==> config.mk <==
export PLATFORM = sky130hd
export DESIGN_NAME = address_unit
export DESIGN_NICKNAME = d
export VERILOG_FILES = /design/src/rtl/address_unit.sv
export SDC_FILE = /design/constraint.sdc
export NUM_CORES = 1
export LEC_CHECK = 0
export CORE_MARGIN = 2
export CORE_UTILIZATION = 49
export CTS_CLUSTER_DIAMETER = 200
export DETAILED_ROUTE_END_ITERATION = 8
export PLACE_DENSITY = 0.77
export SYNTH_ARGS = -nofsm -noshare
export SYNTH_HDL_FRONTEND = slang
export SYNTH_SLANG_ARGS = --single-unit
==> constraint.sdc <==
create_clock -name i_clk -period 2.2 [get_ports i_clk]
set_input_delay 0.55 -clock i_clk [delete_from_list [all_inputs] [get_ports i_clk]]
set_output_delay 0.55 -clock i_clk [all_outputs]
set_load 0.02 [all_outputs]
==> src/rtl/address_unit.sv <==
// ---------------------------------------------------------------------------
// address_unit
//   Owns the program counter (PC) and the effective-address register (AR),
//   drives the CPU address bus and performs X/Y index addition with
//   zero-page wrap and a one-cycle page-crossing fix-up of the high byte.
//
// Ports
//   i_clk         sole clock, rising edge
//   i_rst_n       asynchronous active-low reset
//   i_ctrl[3:0]   {pc_out, pc_inc, ldlo, ldhi} from the addressing sequencer
//   i_data[7:0]   data bus byte captured by ldlo / ldhi
//   i_idx_add     add i_idx_val to AR this cycle
//   i_idx_val     index register value (X or Y)
//   i_idx_zp      index add wraps within page 00
//   i_pc_ld       load PC from AR (jump)
//   o_addr[15:0]  address bus: PC when pc_out, else AR (combinational)
//   o_pc[15:0]    current PC
//   o_busy        page-crossing fix-up cycle in progress
//   o_page_cross  registered pulse, high exactly during the fix-up cycle
// ---------------------------------------------------------------------------
module address_unit #(
    parameter logic [15:0] RESET_PC = 16'hFFFC
) (
    input  logic        i_clk,
    input  logic        i_rst_n,
    input  logic [3:0]  i_ctrl,
    input  logic [7:0]  i_data,
    input  logic        i_idx_add,
    input  logic [7:0]  i_idx_val,
    input  logic        i_idx_zp,
    input  logic        i_pc_ld,
    output logic [15:0] o_addr,
    output logic [15:0] o_pc,
    output logic        o_busy,
    output logic        o_page_cross
);

    typedef enum logic {
        S_IDLE = 1'b0,
        S_FIX  = 1'b1
    } state_t;

    state_t      r_state;
    state_t      w_state_next;

    logic [15:0] r_pc;
    logic [15:0] r_ar;
    logic        r_page_cross;

    logic [15:0] w_pc_next;
    logic [15:0] w_ar_next;
    logic [8:0]  w_sum;
    logic        w_carry;
    logic        w_pc_out;
    logic        w_pc_inc;
    logic        w_ldlo;
    logic        w_ldhi;

    assign w_pc_out = i_ctrl[3];
    assign w_pc_inc = i_ctrl[2];
    assign w_ldlo   = i_ctrl[1];
    assign w_ldhi   = i_ctrl[0];

    // 9-bit low-byte sum; bit 8 is the carry into the high byte.
    assign w_sum = {1'b0, r_ar[7:0]} + {1'b0, i_idx_val};

    // A fix-up is needed only for an absolute index add that actually wins
    // priority (no byte load this cycle) and carries out of the low byte.
    assign w_carry = (r_state == S_IDLE) && !w_ldlo && !w_ldhi &&
                     i_idx_add && !i_idx_zp && w_sum[8];

    // ---------------- state register ----------------
    always_ff @(posedge i_clk or negedge i_rst_n) begin
        if (!i_rst_n) begin
            r_state <= S_IDLE;
        end else begin
            r_state <= w_state_next;
        end
    end

    // ---------------- next-state logic ----------------
    always_comb begin
        w_state_next = r_state;
        case (r_state)
            S_IDLE:  if (w_carry) w_state_next = S_FIX;
            S_FIX:   w_state_next = S_IDLE;
            default: w_state_next = S_IDLE;
        endcase
    end

    // ---------------- output logic ----------------
    always_comb begin
        o_busy       = (r_state == S_FIX);
        o_page_cross = r_page_cross;
        o_pc         = r_pc;
        o_addr       = w_pc_out ? r_pc : r_ar;
    end

    // ---------------- PC next value ----------------
    // A jump takes AR as it stands before this edge, so a same-edge ldhi
    // does not reach the PC.
    always_comb begin
        w_pc_next = r_pc;
        if (i_pc_ld) begin
            w_pc_next = r_ar;
        end else if (w_pc_inc) begin
            w_pc_next = r_pc + 16'd1;
        end
    end

    // ---------------- AR next value ----------------
    always_comb begin
        w_ar_next = r_ar;
        if (r_state == S_FIX) begin
            // Byte loads and index adds are dropped here, not queued.
            w_ar_next = {r_ar[15:8] + 8'd1, r_ar[7:0]};
        end else begin
            case ({w_ldlo, w_ldhi})
                2'b10:   w_ar_next = {8'h00, i_data};
                2'b01:   w_ar_next = {i_data, r_ar[7:0]};
                2'b11:   w_ar_next = {i_data, i_data};
                default: begin
                    if (i_idx_add) begin
                        w_ar_next = {r_ar[15:8], w_sum[7:0]};
                    end
                end
            endcase
        end
    end

    // ---------------- datapath registers ----------------
    always_ff @(posedge i_clk or negedge i_rst_n) begin
        if (!i_rst_n) begin
            r_pc         <= RESET_PC;
            r_ar         <= 16'h0000;
            r_page_cross <= 1'b0;
        end else begin
            r_pc         <= w_pc_next;
            r_ar         <= w_ar_next;
            r_page_cross <= w_carry;
        end
    end

endmodule

=== After elaboration in Yosys (flattened, before gate mapping) ===
Index checks and enable logic that the tools add are counted.

* Register bits after elaboration: 34

* Add/sub/neg operators: 3
* Equal/unequal tests: 3
* Multiplexer cells: 8
* Bitwise operators: 2
* Reduce and logical (&&, ||, !) cells: 12

{| class="wikitable"
|+ Operators by type and width
! kind !! count
|-
| 2-to-1 mux 16 bit || 4
|-
| case mux 16 bit (3 select lines) || 1
|-
| adder 16 x 1 -> 16 bit, second input constant || 1
|-
| adder 8 x 8 -> 9 bit || 1
|-
| adder 8 x 1 -> 8 bit, second input constant || 1
|-
| 2-to-1 mux 8 bit || 1
|-
| logical AND 1 bit || 5
|-
| equality test 2 bit, second input constant || 2
|-
| nonzero test 4 bit || 1
|-
| zero test 1 bit || 3
|-
| AND reduction 3 bit || 1
|-
| nonzero test 3 bit || 1
|-
| equality test 2 x 1 -> 1 bit, second input constant || 1
|-
| NOT 1 bit || 2
|-
| case mux 1 bit (2 select lines) || 1
|-
| nonzero test 2 bit || 1
|-
| 2-to-1 mux 1 bit || 1
|}

=== Depth between registers and ports, before layout ===
Gate-level depths: netlist of the first run.

* Depth after elaboration: 8
* Gate-level depth with buffers: 8

=== Worst setup path after synthesis of the first run ===
OpenSTA, ideal clock, no wires.

* Path kind: in2reg
* From: input i_idx_val[0]
* To: register r_ar[6]
* Data arrival time: 1851 ps
* Data required time: 2076 ps
* Setup slack: 225 ps
* Stages: 8
* Buffers on the path: 0
* Cells stage by stage: ha_1 inv_1 fa_1 nand2b_1 a21oi_1 o21a_1 nor3_1 a211o_1

* Cells in the longest elaborated chain, start to end: 3

{| class="wikitable"
|+ RTL lines
! item !! line !! RTL
|-
| start, declared || 29 || <nowiki>input logic [7:0] i_idx_val,</nowiki>
|-
| adder 8 x 8 -> 9 bit || 65 || <nowiki>assign w_sum = {1'b0, r_ar[7:0]} + {1'b0, i_idx_val};</nowiki>
|-
| 2-to-1 mux 8 bit || 123 || <nowiki>if (i_idx_add) begin</nowiki>
|-
| case mux 16 bit (3 select lines) || 118 || <nowiki>case ({w_ldlo, w_ldhi})</nowiki>
|-
| end signal, assigned || 139 || <nowiki>r_ar <= w_ar_next;</nowiki>
|-
| end, declared || 47 || <nowiki>logic [15:0] r_ar;</nowiki>
|}

No other way between the ends. The select of a mux whose other input is x is not followed.
A chain may end at the register's enable or synchronous reset.

=== Worst setup path after layout of the first run ===
* From: input i_ctrl[3]
* To: output o_addr[13]

* Cells in the longest elaborated chain, start to end: 1

{| class="wikitable"
|+ RTL lines
! item !! line !! RTL
|-
| start, declared || 26 || <nowiki>input logic [3:0] i_ctrl,</nowiki>
|-
| 2-to-1 mux 16 bit || 96 || <nowiki>o_addr = w_pc_out ? r_pc : r_ar;</nowiki>
|-
| end, declared || 32 || <nowiki>output logic [15:0] o_addr,</nowiki>
|}

No other way between the ends.

==> reports/qor.csv, run 1 <==
metric,value,unit
cp_data_required_time,1650,ps
routedWlPerCell,16.12,um
hold_path.class,register to register,
die_h,71.97,um
design_area,3226,sq um
grt_pass1_wl,10.41,mm
crit_path_end_kind,primary output,
worst-setup-path-type,primary input to primary output,
grt_overflow,0,
ant_nets,0,
p_leak,1.337,nW
cap_violations,0,
avgSynthCellArea,9.018,sq um
r2r_slack,290,ps
fp.dieW,71.97,um
io_buffers,58,
routed_wl,6.126,mm
cts_max_level,2,
vias,2210,
antenna_found_initial,0,
fin_crit,2150,ps
n_fill_cell,347,
synth_cell_types,43,
cts_root_buf,clkbuf_8,
clk_pin_slew,70,ps
cts_buffers,5,
place_area,3037,sq um
initial_core_util,51.28,%
p_sw_share,36.98,%
clkLatencyLatePin,290,ps
coreArea,4414,sq um
crit_fanout,10,
p_sw,0.0008385,W
synthToLayoutAreaGrowth,42.51,%
first_global_vias,2171,
yosys_most_used_dff,dfrtp_1,
hold_buffers,0,
cts.sinks,34,
synth-edff-count,0,
gp_congestion,0.8099,
finalSetupViolCount,0,
fin_skew,3.819,ps
ys_ff_latch,34,
status,completed,
syn_area,2263,sq um
io_pins,59,
multi_input_area,1376,sq um
final_cell_mix,"39 x clkdlybuf4s50_1, 33 x nand2_1, 24 x o21ai_1",
synth-seq-area-share,38.36,%
crit_path_start_kind,primary input,
drive_gt1_share,22.26,%
fin_crit_sh,97.72,%
slew_violations,0,
ys_async_sr_fraction,100.0,%
seq_area,868.3,sq um
cts_tree,done,
p_int,0.001429,W
pwr-share-comb,41.2,%
seqPwrFrac,39.4,%
syn_nets,287,
final_core_util,73.07,%
max-vdd-ir-drop,325.5,uV
dieArea,5179,sq um
arrival,1600,ps
rsz0062_at_grt,false,
diodes,0,
max_freq,465.1,MHz
final_common_cell,clkdlybuf4s50_1,
drtIter0Drc,183,
row_count,24,
grt_use_total,25.99,%
grt_max_degree,35,
hold_viol,0,
power.density,703.1,nW/um^2
syn-instance-count,251,
cts_buffer_depth,2,
fin_nets,364,
hpwlAfterDp,4.464,mm
clkPwrFrac,19.4,%
ys_warn_count,0,
drcViolationCount,0,
viasPerCell,5.816,
max_slew_margin,71.70,%
dr.pass1.iters,4,
worst_pin_slew,424.5,ps
-- path summary, 6_finish.rpt --
| path | startpoint | endpoint | cells past startpoint |
|---|---|---|---|
| worst max-delay path | i_ctrl[3] | o_addr[13] | 4 |
| worst min-delay path | r_ar[12]$_DFFE_PN0P_ | o_pc[12]$_DFFE_PN1P_ | 2 |
| worst max register to register | r_ar[0]$_DFFE_PN0P_ | r_ar[6]$_DFFE_PN0P_ | 8 |
| worst min register to register | r_ar[12]$_DFFE_PN0P_ | o_pc[12]$_DFFE_PN1P_ | 2 |
| max in group asynchronous | i_rst_n | o_pc[7]$_DFFE_PN1P_ | 2 |
| min in group asynchronous | i_rst_n | o_pc[0]$_DFFE_PN0P_ | 2 |
-- power groups by stage --
| stage | sequential, W | clock, W | combinational [W] |
|---|---|---|---|
| 2_1_floorplan | 0.000929 | 0 | 0.000436 |
| 3_3_place_gp | 0.000896 | 0 | 0.000881 |
| 3_5_place_dp | 0.000900 | 0 | 0.000899 |
| 4_1_cts | 0.000890 | 0.000441 | 0.000913 |
| 5_1_grt | 0.000911 | 0.000463 | 0.00102 |
| 6_report | 0.000894 | 0.000439 | 0.000935 |
-- layer usage --
metal  global-route usage [%]  wire length, um  vias to the layer above
met5                        0                0                        -
met4                    10.06              118                        0
met3                    5.000              404                       10
met2                    40.84             2958                       85
met1                    35.77             2644                     1053
li1                         -                -                     1062
-- what timing repair did --
action | CTS | global route
endpoints found under the setup margin | 20 | 8
cloned | 1 | 0
pin swaps | 2 | 10
resized for setup | 48 | 15
buffers inserted | 0 | 1
-- cells by family after synthesis --
family | Yosys count | synth area share [%]
AO/OA/AOI/OAI | 72 | 19.13
XOR/XNOR | 20 | 7.739
adder cells (fa/ha/maj) | 11 | 6.412
buffers and inverters | 22 | 3.704
flip-flops | 34 | 38.36
multiplexers | 13 | 6.412
AND/OR/NAND/NOR | 79 | 18.24
-- metrics by stage --
step | hold WS, ps | setup TNS, ps | power [W] | setup WS, ps | instances
floorplan | 254.4 | 0 | 0.001366 | 225.2 | 251
global placement | 504.7 | -7811 | 0.001777 | -439.4 | 371
detailed placement | 521.3 | -8508 | 0.001799 | -470.3 | 371
CTS | 536.5 | -9.553 | 0.002245 | -9.553 | 379
global route | 565.1 | 0 | 0.002392 | 2.997 | 380
finish | 534.3 | 0 | 0.002268 | 50.12 | 380
-- worst max-delay path: stages --
cell and delay, ps:
dlygate4sd2_1 280, bufbuf_16 290, o21ai_0 150, clkdlybuf4s15_1 330
-- cell usage after synthesis (2+ instances only) --
cell	count	area share (%)
a211oi_1	2	0.66
a21o_1	4	1.3
a21oi_1	18	4.0
a221oi_1	2	0.77
a22oi_1	2	0.66
a32oi_1	4	1.5
and3_1	3	0.83
buf_1	2	0.33
clkbuf_1	8	1.3
dfrtp_1	20	22
dfstp_2	14	16
ha_1	10	5.5
inv_1	11	1.8
mux2_1	10	5.0
mux2_2	2	0.99
nand2_1	33	5.5
nand2b_1	4	1.1
nand3_1	10	2.2
nand4_1	4	1.1
nor2_1	7	1.2
nor2b_1	2	0.55
nor3_1	8	1.8
nor4_2	3	1.7
o211ai_1	2	0.66
o21ai_0	6	1.3
o21ai_1	25	5.5
xnor2_1	6	2.3
xor2_1	14	5.4
-- area by class of cell --
| type | instances | area share (%) |
|---|---|---|
| timing repair buffer | 81 | 24.75 |
| multi-input combinational | 195 | 42.67 |
| inverter | 11 | 1.280 |
| sequential | 34 | 26.92 |
| tap | 52 | 2.017 |
| clock buffer | 7 | 2.366 |
-- sequential cells by signal (all words and copies together) (netlist names) --
signal,cells
o_pc,16
r_ar,16
o_busy,1
o_page_cross,1
Power figures use the tool's default switching activity.
==> run 2, diff against run 1 <==
Settings changed: CELL_PAD_IN_SITES_DETAIL_PLACEMENT from default to 0, CELL_PAD_IN_SITES_GLOBAL_PLACEMENT from default to 1, CORE_UTILIZATION 49 to 36, PLACE_DENSITY 0.77 to 0.76.
==> reports/qor.csv, run 2 (synthesis gave the netlist of run 1 again) <==
metric,value,unit
status,completed,
crit_chain,clkdlybuf4s50_1 -> ha_2 -> inv_1 -> fa_2 -> nand2b_4 -> a21oi_4 -> o21a_1 -> nor3_1 -> a211o_1,
grt_util_met1,28.15,%
die_h,83.29,um
coreArea,5991,sq um
finalSetupViolCount,0,
place_ws,-462.0,ps
routed_wl,6.351,mm
cts_tree,done,
drcViolationCount,0,
whs,539.1,ps
setup_tns,0,ps
diodes,0,
ant_nets,0,
clk_pin_slew,70,ps
crit_path_end_kind,register,
initial_core_util,37.78,%
cts.sinks,34,
crit_family,buffers and inverters,
hpwlAfterDp,4.640,mm
fin_crit,2150,ps
hold_depth,2,
critPathBufInv,2,
worst_pin_slew,456.9,ps
fin_crit_sh,97.73,%
final_common_cell,clkdlybuf4s50_1,
viasPerCell,5.299,
power.density,702.1,nW/um^2
slew_violations,0,
grt_use_total,18.95,%
r2r_cells,6,
use_met3,3.181,%
io_pins,59,
grt_use_met2,28.23,%
r2r_slack,370,ps
cts_root_buf,clkbuf_8,
cts_buffer_depth,2,
power,0.002258,W
dr.pass1.iters,4,
hold_viol,0,
final_cell_mix,"41 x clkdlybuf4s50_1, 33 x nand2_1, 24 x o21ai_1",
max_slew_margin,69.54,%
io_buffers,58,
cts_max_level,2,
antenna_found_initial,0,
cap_violations,0,
p_leak,1.332,nW
first_global_vias,2011,
max-vdd-ir-drop,337.2,uV
fin_nets,365,
grt_max_degree,35,
clkLatencyLatePin,290,ps
cts_buffers,5,
vias,2146,
row_count,28,
drive_gt1_share,18.79,%
n_fill_cell,596,
crit_path_start_kind,primary input,
fp.dieW,83.29,um
gp_congestion,0.8526,
cp_slowest_cell,clkdlybuf4s50_1,
drtIter0Drc,124,
synthToLayoutAreaGrowth,42.07,%
grt_pass1_wl,10.52,mm
worst-setup-path-type,primary input to register,
rsz0062_at_grt,true,
crit_fanout,2,
max_freq,465.1,MHz
hold_path.class,register to register,
top_usage_layer,met2,
cp_data_required_time,2370,ps
fin_skew,6.001,ps
cpPeakStageDelay,480,ps
routedWlPerCell,15.68,um
arrival,2320,ps
dieArea,6937,sq um
fin_ws,49.98,ps
cp.depth,9,
grt_overflow,0,
[run 2: area by class of cell]
| cell class | count | area [sq um] | area share [%] |
|---|---|---|---|
| Multi-Input combinational cell | 195 | 1359 | 42.26 |
| Clock buffer | 8 | 80.08 | 2.490 |
| Tap cell | 75 | 93.84 | 2.918 |
| Timing Repair Buffer | 82 | 773.2 | 24.05 |
| Sequential cell | 34 | 868.3 | 27.00 |
| Inverter | 11 | 41.29 | 1.284 |
[run 2: what timing repair did]
action	CTS	global route
gates resized for setup	33	14
pin swaps	5	9
endpoints found under the setup margin	19	17
buffers inserted	0	1
hold buffers	0	0
cloned	1	0
[run 2: final timing paths]
kind,startpoint,to
worst max-delay path,i_idx_val[0],r_ar[6]$_DFFE_PN0P_
worst min-delay path,r_ar[1]$_DFFE_PN0P_,o_pc[1]$_DFFE_PN0P_
worst max register to register,r_ar[1]$_DFFE_PN0P_,r_ar[7]$_DFFE_PN0P_
worst min register to register,r_ar[1]$_DFFE_PN0P_,o_pc[1]$_DFFE_PN0P_
max in group asynchronous,i_rst_n,o_pc[15]$_DFFE_PN1P_
min in group asynchronous,i_rst_n,o_pc[0]$_DFFE_PN0P_
[run 2: tightest hold or removal path, stage by stage (launching register included)]
cell and delay, ps:
dfrtp_1 380, nand2_1 60, o21ai_1 60
[run 2: metrics by stage]
step / area [sq um] / cells / utilization (%)
2_1_floorplan: 2263 / 251 / -
3_3_place_gp: 3073 / 395 / 51.29
3_5_place_dp: 3073 / 395 / 51.29
4_1_cts: 3206 / 404 / 53.51
5_1_grt: 3216 / 405 / 53.68
6_report: 3216 / 405 / 53.68
[run 2: per-layer routing]
layer	share of wire [%]	up-vias
li1	-	1063
met1	47	1003
met2	46	76
met3	6.3	4
met4	0.49	0
met5	0	-
[run 2: power breakdown]
group | switching, W | internal (W) | total (W)
logic | 0.000474 | 0.000445 | 0.000919
registers | 0.000138 | 0.000753 | 0.000891
clock network | 0.000223 | 0.000225 | 0.000448
